<file path="config.mk">
export PLATFORM = sky130hd
export DESIGN_NAME = moto_jogador_param
export DESIGN_NICKNAME = d
export VERILOG_FILES = /design/src/rtl/moto_jogador_param.sv
export SDC_FILE = /design/constraint.sdc
export NUM_CORES = 1
export LEC_CHECK = 0
export CORE_ASPECT_RATIO = 1.75
export CORE_UTILIZATION = 51
export CTS_BUF_LIST = sky130_fd_sc_hd__clkbuf_8
export CTS_CLUSTER_DIAMETER = 80
export DETAILED_ROUTE_END_ITERATION = 16
export PLACE_DENSITY = 0.75
export SKIP_CTS_REPAIR_TIMING = 1
export SLEW_MARGIN = 10
export SYNTH_ARGS = -nofsm -noshare
export SYNTH_HDL_FRONTEND = slang
export SYNTH_SLANG_ARGS = --single-unit
</file>
<file path="constraint.sdc">
create_clock -name CLOCK_50 -period 5 [get_ports CLOCK_50]
set_input_delay 0.75 -clock CLOCK_50 [delete_from_list [all_inputs] [get_ports CLOCK_50]]
set_output_delay 0.75 -clock CLOCK_50 [all_outputs]
set_load 0.05 [all_outputs]
</file>
<file path="src/rtl/moto_jogador_param.sv">
// Light-cycle player: head cell, direction and turn latch, step timer, grid request/grant
// port for collision reads and cell claims, and a registered RGB overlay for the head cell.
module moto_jogador_param #(
    parameter int GRID_W    = 80,
    parameter int GRID_H    = 60,
    parameter int CELL_BITS = 3,
    parameter int START_X   = 27,
    parameter int START_Y   = 30,
    parameter int START_DIR = 0,
    parameter int PLAYER_ID = 1,
    parameter int TICK_DIV  = 1000000,
    parameter int COLOR_R   = 127,
    parameter int COLOR_G   = 127,
    parameter int COLOR_B   = 0
) (
    input  logic       CLOCK_50,
    input  logic       reset,
    input  logic       reiniciar,
    input  logic       enable,
    input  logic       btn_ah,
    input  logic       btn_h,
    input  logic [9:0] next_x,
    input  logic [9:0] next_y,
    output logic [7:0] OUT_R,
    output logic [7:0] OUT_G,
    output logic [7:0] OUT_B,
    output logic       mem_req,
    input  logic       mem_gnt,
    output logic       mem_we,
    output logic [5:0] mem_row,
    output logic [6:0] mem_col,
    output logic [1:0] mem_wdata,
    input  logic [1:0] mem_rdata,
    output logic       colidiu,
    output logic [6:0] cab_x,
    output logic [5:0] cab_y
);

    localparam int              TW         = $clog2(TICK_DIV);
    localparam logic [TW-1:0]   TICK_LAST  = TW'(TICK_DIV - 1);
    localparam logic [7:0]      GRID_W_L   = 8'(GRID_W);
    localparam logic [6:0]      GRID_H_L   = 7'(GRID_H);
    localparam logic [6:0]      START_X_L  = 7'(START_X);
    localparam logic [5:0]      START_Y_L  = 6'(START_Y);
    localparam logic [1:0]      START_D_L  = 2'(START_DIR);
    localparam logic [1:0]      PID_L      = 2'(PLAYER_ID);
    localparam logic [7:0]      COL_R_L    = 8'(COLOR_R);
    localparam logic [7:0]      COL_G_L    = 8'(COLOR_G);
    localparam logic [7:0]      COL_B_L    = 8'(COLOR_B);

    typedef enum logic [2:0] {INIT_WR, WAIT_TICK, RD_REQ, RD_WAIT, WR_REQ, DEAD} state_t;

    logic       rst;
    state_t     state_reg, state_next;
    logic [TW-1:0] tick_reg, tick_next;
    logic [1:0] dir_reg, dir_next, dir_step;
    logic [6:0] head_x_reg, head_x_next;
    logic [5:0] head_y_reg, head_y_next;
    logic [7:0] fut_x_reg, fut_x_next, fut_x_step;
    logic [6:0] fut_y_reg, fut_y_next, fut_y_step;
    logic       turn_pend_reg, turn_pend_next;
    logic       turn_cw_reg, turn_cw_next;
    logic       colidiu_reg, colidiu_next;
    logic       mem_req_reg, mem_req_next;
    logic       mem_we_reg, mem_we_next;
    logic [5:0] mem_row_reg, mem_row_next;
    logic [6:0] mem_col_reg, mem_col_next;
    logic [7:0] out_r_reg, out_g_reg, out_b_reg;
    logic       in_bounds, head_hit;
    logic [1:0] btn_raw, btn_fall;

    assign rst     = reset | reiniciar;
    assign btn_raw = {btn_h, btn_ah};

    // Bit 0 = anti-clockwise, bit 1 = clockwise; buttons idle high, so chains reset to 1.
    generate
        for (genvar gi = 0; gi < 2; gi++) begin : g_btn
            logic s1_reg, s2_reg, s3_reg;
            always_ff @(posedge CLOCK_50) begin
                if (rst) begin
                    s1_reg <= 1'b1;
                    s2_reg <= 1'b1;
                    s3_reg <= 1'b1;
                end else begin
                    s1_reg <= btn_raw[gi];
                    s2_reg <= s1_reg;
                    s3_reg <= s2_reg;
                end
            end
            assign btn_fall[gi] = s3_reg & ~s2_reg;
        end
    endgenerate

    // Direction and target cell as they would be if a step started this cycle.
    always_comb begin
        dir_step = dir_reg;
        if (turn_pend_reg)
            dir_step = turn_cw_reg ? dir_reg + 2'd1 : dir_reg - 2'd1;
        fut_x_step = {1'b0, head_x_reg};
        fut_y_step = {1'b0, head_y_reg};
        case (dir_step)
            2'd0:    fut_x_step = {1'b0, head_x_reg} + 8'd1;
            2'd1:    fut_y_step = {1'b0, head_y_reg} + 7'd1;
            2'd2:    fut_x_step = {1'b0, head_x_reg} - 8'd1;
            default: fut_y_step = {1'b0, head_y_reg} - 7'd1;
        endcase
    end

    // Underflow from 0 wraps to all-ones in the wider field, so one compare covers both edges.
    assign in_bounds = (fut_x_reg < GRID_W_L) && (fut_y_reg < GRID_H_L);

    always_comb begin
        state_next     = state_reg;
        tick_next      = tick_reg;
        dir_next       = dir_reg;
        head_x_next    = head_x_reg;
        head_y_next    = head_y_reg;
        fut_x_next     = fut_x_reg;
        fut_y_next     = fut_y_reg;
        turn_pend_next = turn_pend_reg;
        turn_cw_next   = turn_cw_reg;
        colidiu_next   = colidiu_reg;
        mem_req_next   = mem_req_reg;
        mem_we_next    = mem_we_reg;
        mem_row_next   = mem_row_reg;
        mem_col_next   = mem_col_reg;

        if (!turn_pend_reg && (btn_fall[0] ^ btn_fall[1])) begin
            turn_pend_next = 1'b1;
            turn_cw_next   = btn_fall[1];
        end

        case (state_reg)
            INIT_WR: begin
                if (!mem_req_reg) begin
                    mem_req_next = 1'b1;
                    mem_we_next  = 1'b1;
                    mem_row_next = head_y_reg;
                    mem_col_next = head_x_reg;
                end else if (mem_gnt) begin
                    mem_req_next = 1'b0;
                    state_next   = WAIT_TICK;
                end
            end
            WAIT_TICK: begin
                if (enable) begin
                    if (tick_reg == TICK_LAST) begin
                        tick_next      = '0;
                        dir_next       = dir_step;
                        turn_pend_next = 1'b0;
                        fut_x_next     = fut_x_step;
                        fut_y_next     = fut_y_step;
                        state_next     = RD_REQ;
                    end else begin
                        tick_next = tick_reg + 1'b1;
                    end
                end
            end
            RD_REQ: begin
                if (!in_bounds) begin
                    colidiu_next = 1'b1;
                    state_next   = DEAD;
                end else if (!mem_req_reg) begin
                    mem_req_next = 1'b1;
                    mem_we_next  = 1'b0;
                    mem_row_next = fut_y_reg[5:0];
                    mem_col_next = fut_x_reg[6:0];
                end else if (mem_gnt) begin
                    mem_req_next = 1'b0;
                    state_next   = RD_WAIT;
                end
            end
            RD_WAIT: begin
                if (mem_rdata != 2'd0) begin
                    colidiu_next = 1'b1;
                    state_next   = DEAD;
                end else begin
                    state_next = WR_REQ;
                end
            end
            WR_REQ: begin
                if (!mem_req_reg) begin
                    mem_req_next = 1'b1;
                    mem_we_next  = 1'b1;
                    mem_row_next = fut_y_reg[5:0];
                    mem_col_next = fut_x_reg[6:0];
                end else if (mem_gnt) begin
                    mem_req_next = 1'b0;
                    head_x_next  = fut_x_reg[6:0];
                    head_y_next  = fut_y_reg[5:0];
                    state_next   = WAIT_TICK;
                end
            end
            default: ;
        endcase
    end

    always_ff @(posedge CLOCK_50) begin
        if (rst) begin
            state_reg     <= INIT_WR;
            tick_reg      <= '0;
            dir_reg       <= START_D_L;
            head_x_reg    <= START_X_L;
            head_y_reg    <= START_Y_L;
            fut_x_reg     <= {1'b0, START_X_L};
            fut_y_reg     <= {1'b0, START_Y_L};
            turn_pend_reg <= 1'b0;
            turn_cw_reg   <= 1'b0;
            colidiu_reg   <= 1'b0;
            mem_req_reg   <= 1'b0;
            mem_we_reg    <= 1'b0;
            mem_row_reg   <= '0;
            mem_col_reg   <= '0;
        end else begin
            state_reg     <= state_next;
            tick_reg      <= tick_next;
            dir_reg       <= dir_next;
            head_x_reg    <= head_x_next;
            head_y_reg    <= head_y_next;
            fut_x_reg     <= fut_x_next;
            fut_y_reg     <= fut_y_next;
            turn_pend_reg <= turn_pend_next;
            turn_cw_reg   <= turn_cw_next;
            colidiu_reg   <= colidiu_next;
            mem_req_reg   <= mem_req_next;
            mem_we_reg    <= mem_we_next;
            mem_row_reg   <= mem_row_next;
            mem_col_reg   <= mem_col_next;
        end
    end

    assign head_hit = ((next_x >> CELL_BITS) == {3'b000, head_x_reg}) &&
                      ((next_y >> CELL_BITS) == {4'b0000, head_y_reg});

    always_ff @(posedge CLOCK_50) begin
        if (rst) begin
            out_r_reg <= '0;
            out_g_reg <= '0;
            out_b_reg <= '0;
        end else begin
            out_r_reg <= head_hit ? COL_R_L : 8'd0;
            out_g_reg <= head_hit ? COL_G_L : 8'd0;
            out_b_reg <= head_hit ? COL_B_L : 8'd0;
        end
    end

    assign OUT_R     = out_r_reg;
    assign OUT_G     = out_g_reg;
    assign OUT_B     = out_b_reg;
    assign mem_req   = mem_req_reg;
    assign mem_we    = mem_we_reg;
    assign mem_row   = mem_row_reg;
    assign mem_col   = mem_col_reg;
    assign mem_wdata = PID_L;
    assign colidiu   = colidiu_reg;
    assign cab_x     = head_x_reg;
    assign cab_y     = head_y_reg;

endmodule

</file>
==> results.toml <==
[pwr]
sw_frac_of_total = 0.267
seqPwrFrac = 0.517
p_sw_mw = 0.329
p_int_mw = 0.902
p_total_mw = 1.23
pwr-share-comb = 0.105
power_density_nw_per_um2 = 252
ir_worst_vdd_uv = 225
power_leakage_nw = 1.75
p_clk_frac = 0.378

[layout]
nets = 579
syn2layout_area_growth_pct = 16.7
drive_gt1_frac = 0.0603
stdcell_area_um2 = 4870
diodes = 0
most-common-layout-cells = "dfxtp_1, nor2_1, clkdlybuf4s50_1, nand2_1, xnor2_1"
final_cells = 637
layout_commonest_cell = "dfxtp_1"
largest_reg_flops = 20
fill_cells = 719

[timing]
skew_ns = 0.0104
hold_violations = 0
slew_headroom = 0.248
finalSetupViolations = 0
rsz0062_at_grt = "false"
setup-tns-final_ns = 0
period_needed_ns = 2.98
worst_pin_slew_ns = 1.12
setup_ws_ns = 2.02
fin_crit_sh = 0.596
slew_viol_final = 0
max_freq_mhz = 336

[clock_network]
cts_sinks = 78
clk_pin_slew_worst_paths_ns = 0.08
cts_made_buffers = 9
cts_root_buf = "clkbuf_8"
clkLatencyLatePin_ns = 0.36
clockBufferDepth = 2
cts_tree = "done"
htreeDepth = 3

[detailed_routing]
vias_per_cell = 5.63
drc = 0
drt_iter0_drc = 163
drt-total-wl_um = 9480
via_count = 3586
routedWlPerCell_um = 14.9
drtPass1Iterations = 4
ant_nets = 0

[synth]
synth-async-reset-ratio = 0
synthAdderAreaFrac = 0.0258
synth_area_um2 = 4180
synth.mux.area_fraction = 0.0435
ys.flop_type = "dfxtp_1"
synth-seq-cells = 78
synth-edff-count = 0
synth_cells = 505
seq_area_frac_synth = 0.374
synth_top_family_by_area = "simple AND/OR/NAND/NOR gates"
synth_compound_area_frac = 0.110
yosys.area_share.simple = 0.257
synth_xor_area_frac = 0.103
avgSynthCellArea_um2 = 8.27
synthDistinctLibCells = 58
ys_warn_count = 0

[global_route]
grt_pass1_wl_um = 15300
grtUsageTotal = 0.226
grt_max_degree = 35
grt_pass1_vias = 3322
grt.overflow.total = 0
antenna_found_initial = 0

[placement]
place.gp.congestion = 0.836
dpl_cell_area_um2 = 4680
dpl.hpwl_um = 6770
dp_cells = 621
portBuffers = 65
dp_slack_ns = 1.71

[floorplanning]
die_y_um = 122
die-area_um2 = 8570
start_util = 0.528
die_w_um = 70.4
core-area_um2 = 7910
rows = 43
io_pins = 84

[critical_path]
crit_chain = "xor2_1 > nand2_1 > fa_1 > a21o_1 > a21oi_1 > o21bai_1 > a21oi_1 > xnor2_1 > o41ai_1"
start_kind = "register"
reg2reg_depth = 9
crit_required_ns = 5.25
crit_slowest_cell = "xor2_1"
cp_common_cell = "a21oi_1"
crit_type = "reg -> reg"
path_max_fanout = 10
crit_path_end_kind = "register"
arrival_ns = 3.23
slowest_delay_ns = 0.55
reg2reg_slack_ns = 2.02

[job]
max_cap_violations = 0

[min_path]
hp-class = "reg -> reg"
hold-path-cell-count = 1

[run_status]
status = "complete, no violations"
per-stage QoR:
stage | utilization | hold WS, ns
final | 0.616 | 0.411
after global routing | 0.616 | 0.431
after CTS | 0.616 | 0.414
after detailed placement | 0.592 | 0.394
after global placement | 0.592 | 0.388
after floorplan | - | 0.384
worst max-delay path, delay by kind of cell (launching register included):
kind | cells | cell delay (ns)
flip-flops | 1 | 0.53
adder cells (fa/ha/maj) | 1 | 0.49
AO/OA/AOI/OAI | 5 | 0.90
AND/OR/NAND/NOR | 1 | 0.32
XOR/XNOR | 2 | 0.63
routing by layer:
| layer | global-route usage | wire length [um] | vias up |
|---|---|---|---|
| li1 | - | - | 1780 |
| met1 | 0.244 | 3870 | 1719 |
| met2 | 0.417 | 5140 | 76 |
| met3 | 0.0463 | 316 | 11 |
| met4 | 0.100 | 158 | 0 |
| met5 | 0 | 0 | - |
cell usage after synthesis (3+ instances only):
library cell,n,area (um2)
xor2_1,17,149
inv_1,6,22.5
nor3_1,11,55.1
buf_2,5,25.0
nor2_1,66,248
dfxtp_1,78,1560
and3_1,3,18.8
a31oi_1,4,25.0
o211ai_1,5,37.5
buf_4,26,195
and3_2,3,22.5
mux2i_1,17,170
or3_1,11,68.8
ha_1,7,87.6
o311ai_0,3,26.3
nand4b_1,4,35.0
nand4_1,11,68.8
nand2_1,64,240
buf_1,4,15.0
o21ai_0,12,60.1
nand3_1,22,110
xnor2_1,32,280
clkbuf_1,16,60.1
a21oi_1,21,105
a211oi_1,15,113
cells by family after synthesis:
family | after synthesis
adder cells (fa/ha/maj) | 8
AND/OR/NAND/NOR | 218
multiplexers | 18
flip-flops | 78
other | 2
XOR/XNOR | 49
AO/OA/AOI/OAI | 72
buffers and inverters | 60
area by class of cell:
class	instances	area, um2	area share
multi-input cells	377	2300	0.471
clock buffers	9	124	0.0254
repair buffers	70	688	0.141
clock inverters	7	67.6	0.0139
flip-flops and latches	78	1560	0.320
well taps	90	113	0.0231
inverters	6	22.5	0.00462
power by group through the flow:
stage | Combinational [mW] | Sequential (mW) | Clock, mW
2_1_floorplan | 0.0739 | 0.671 | 0
3_3_place_gp | 0.128 | 0.650 | 0
3_5_place_dp | 0.130 | 0.650 | 0
4_1_cts | 0.130 | 0.636 | 0.472
5_1_grt | 0.139 | 0.637 | 0.498
6_report | 0.130 | 0.636 | 0.465
worst paths after layout:
kind / startpoint / end
min reg2reg: g_btn[0].s1_reg / g_btn[0].s2_reg
max: turn_pend_reg / fut_y_reg[6]
max reg2reg: turn_pend_reg / fut_y_reg[6]
min: g_btn[0].s1_reg / g_btn[0].s2_reg
(Power assumes the default switching activity.)
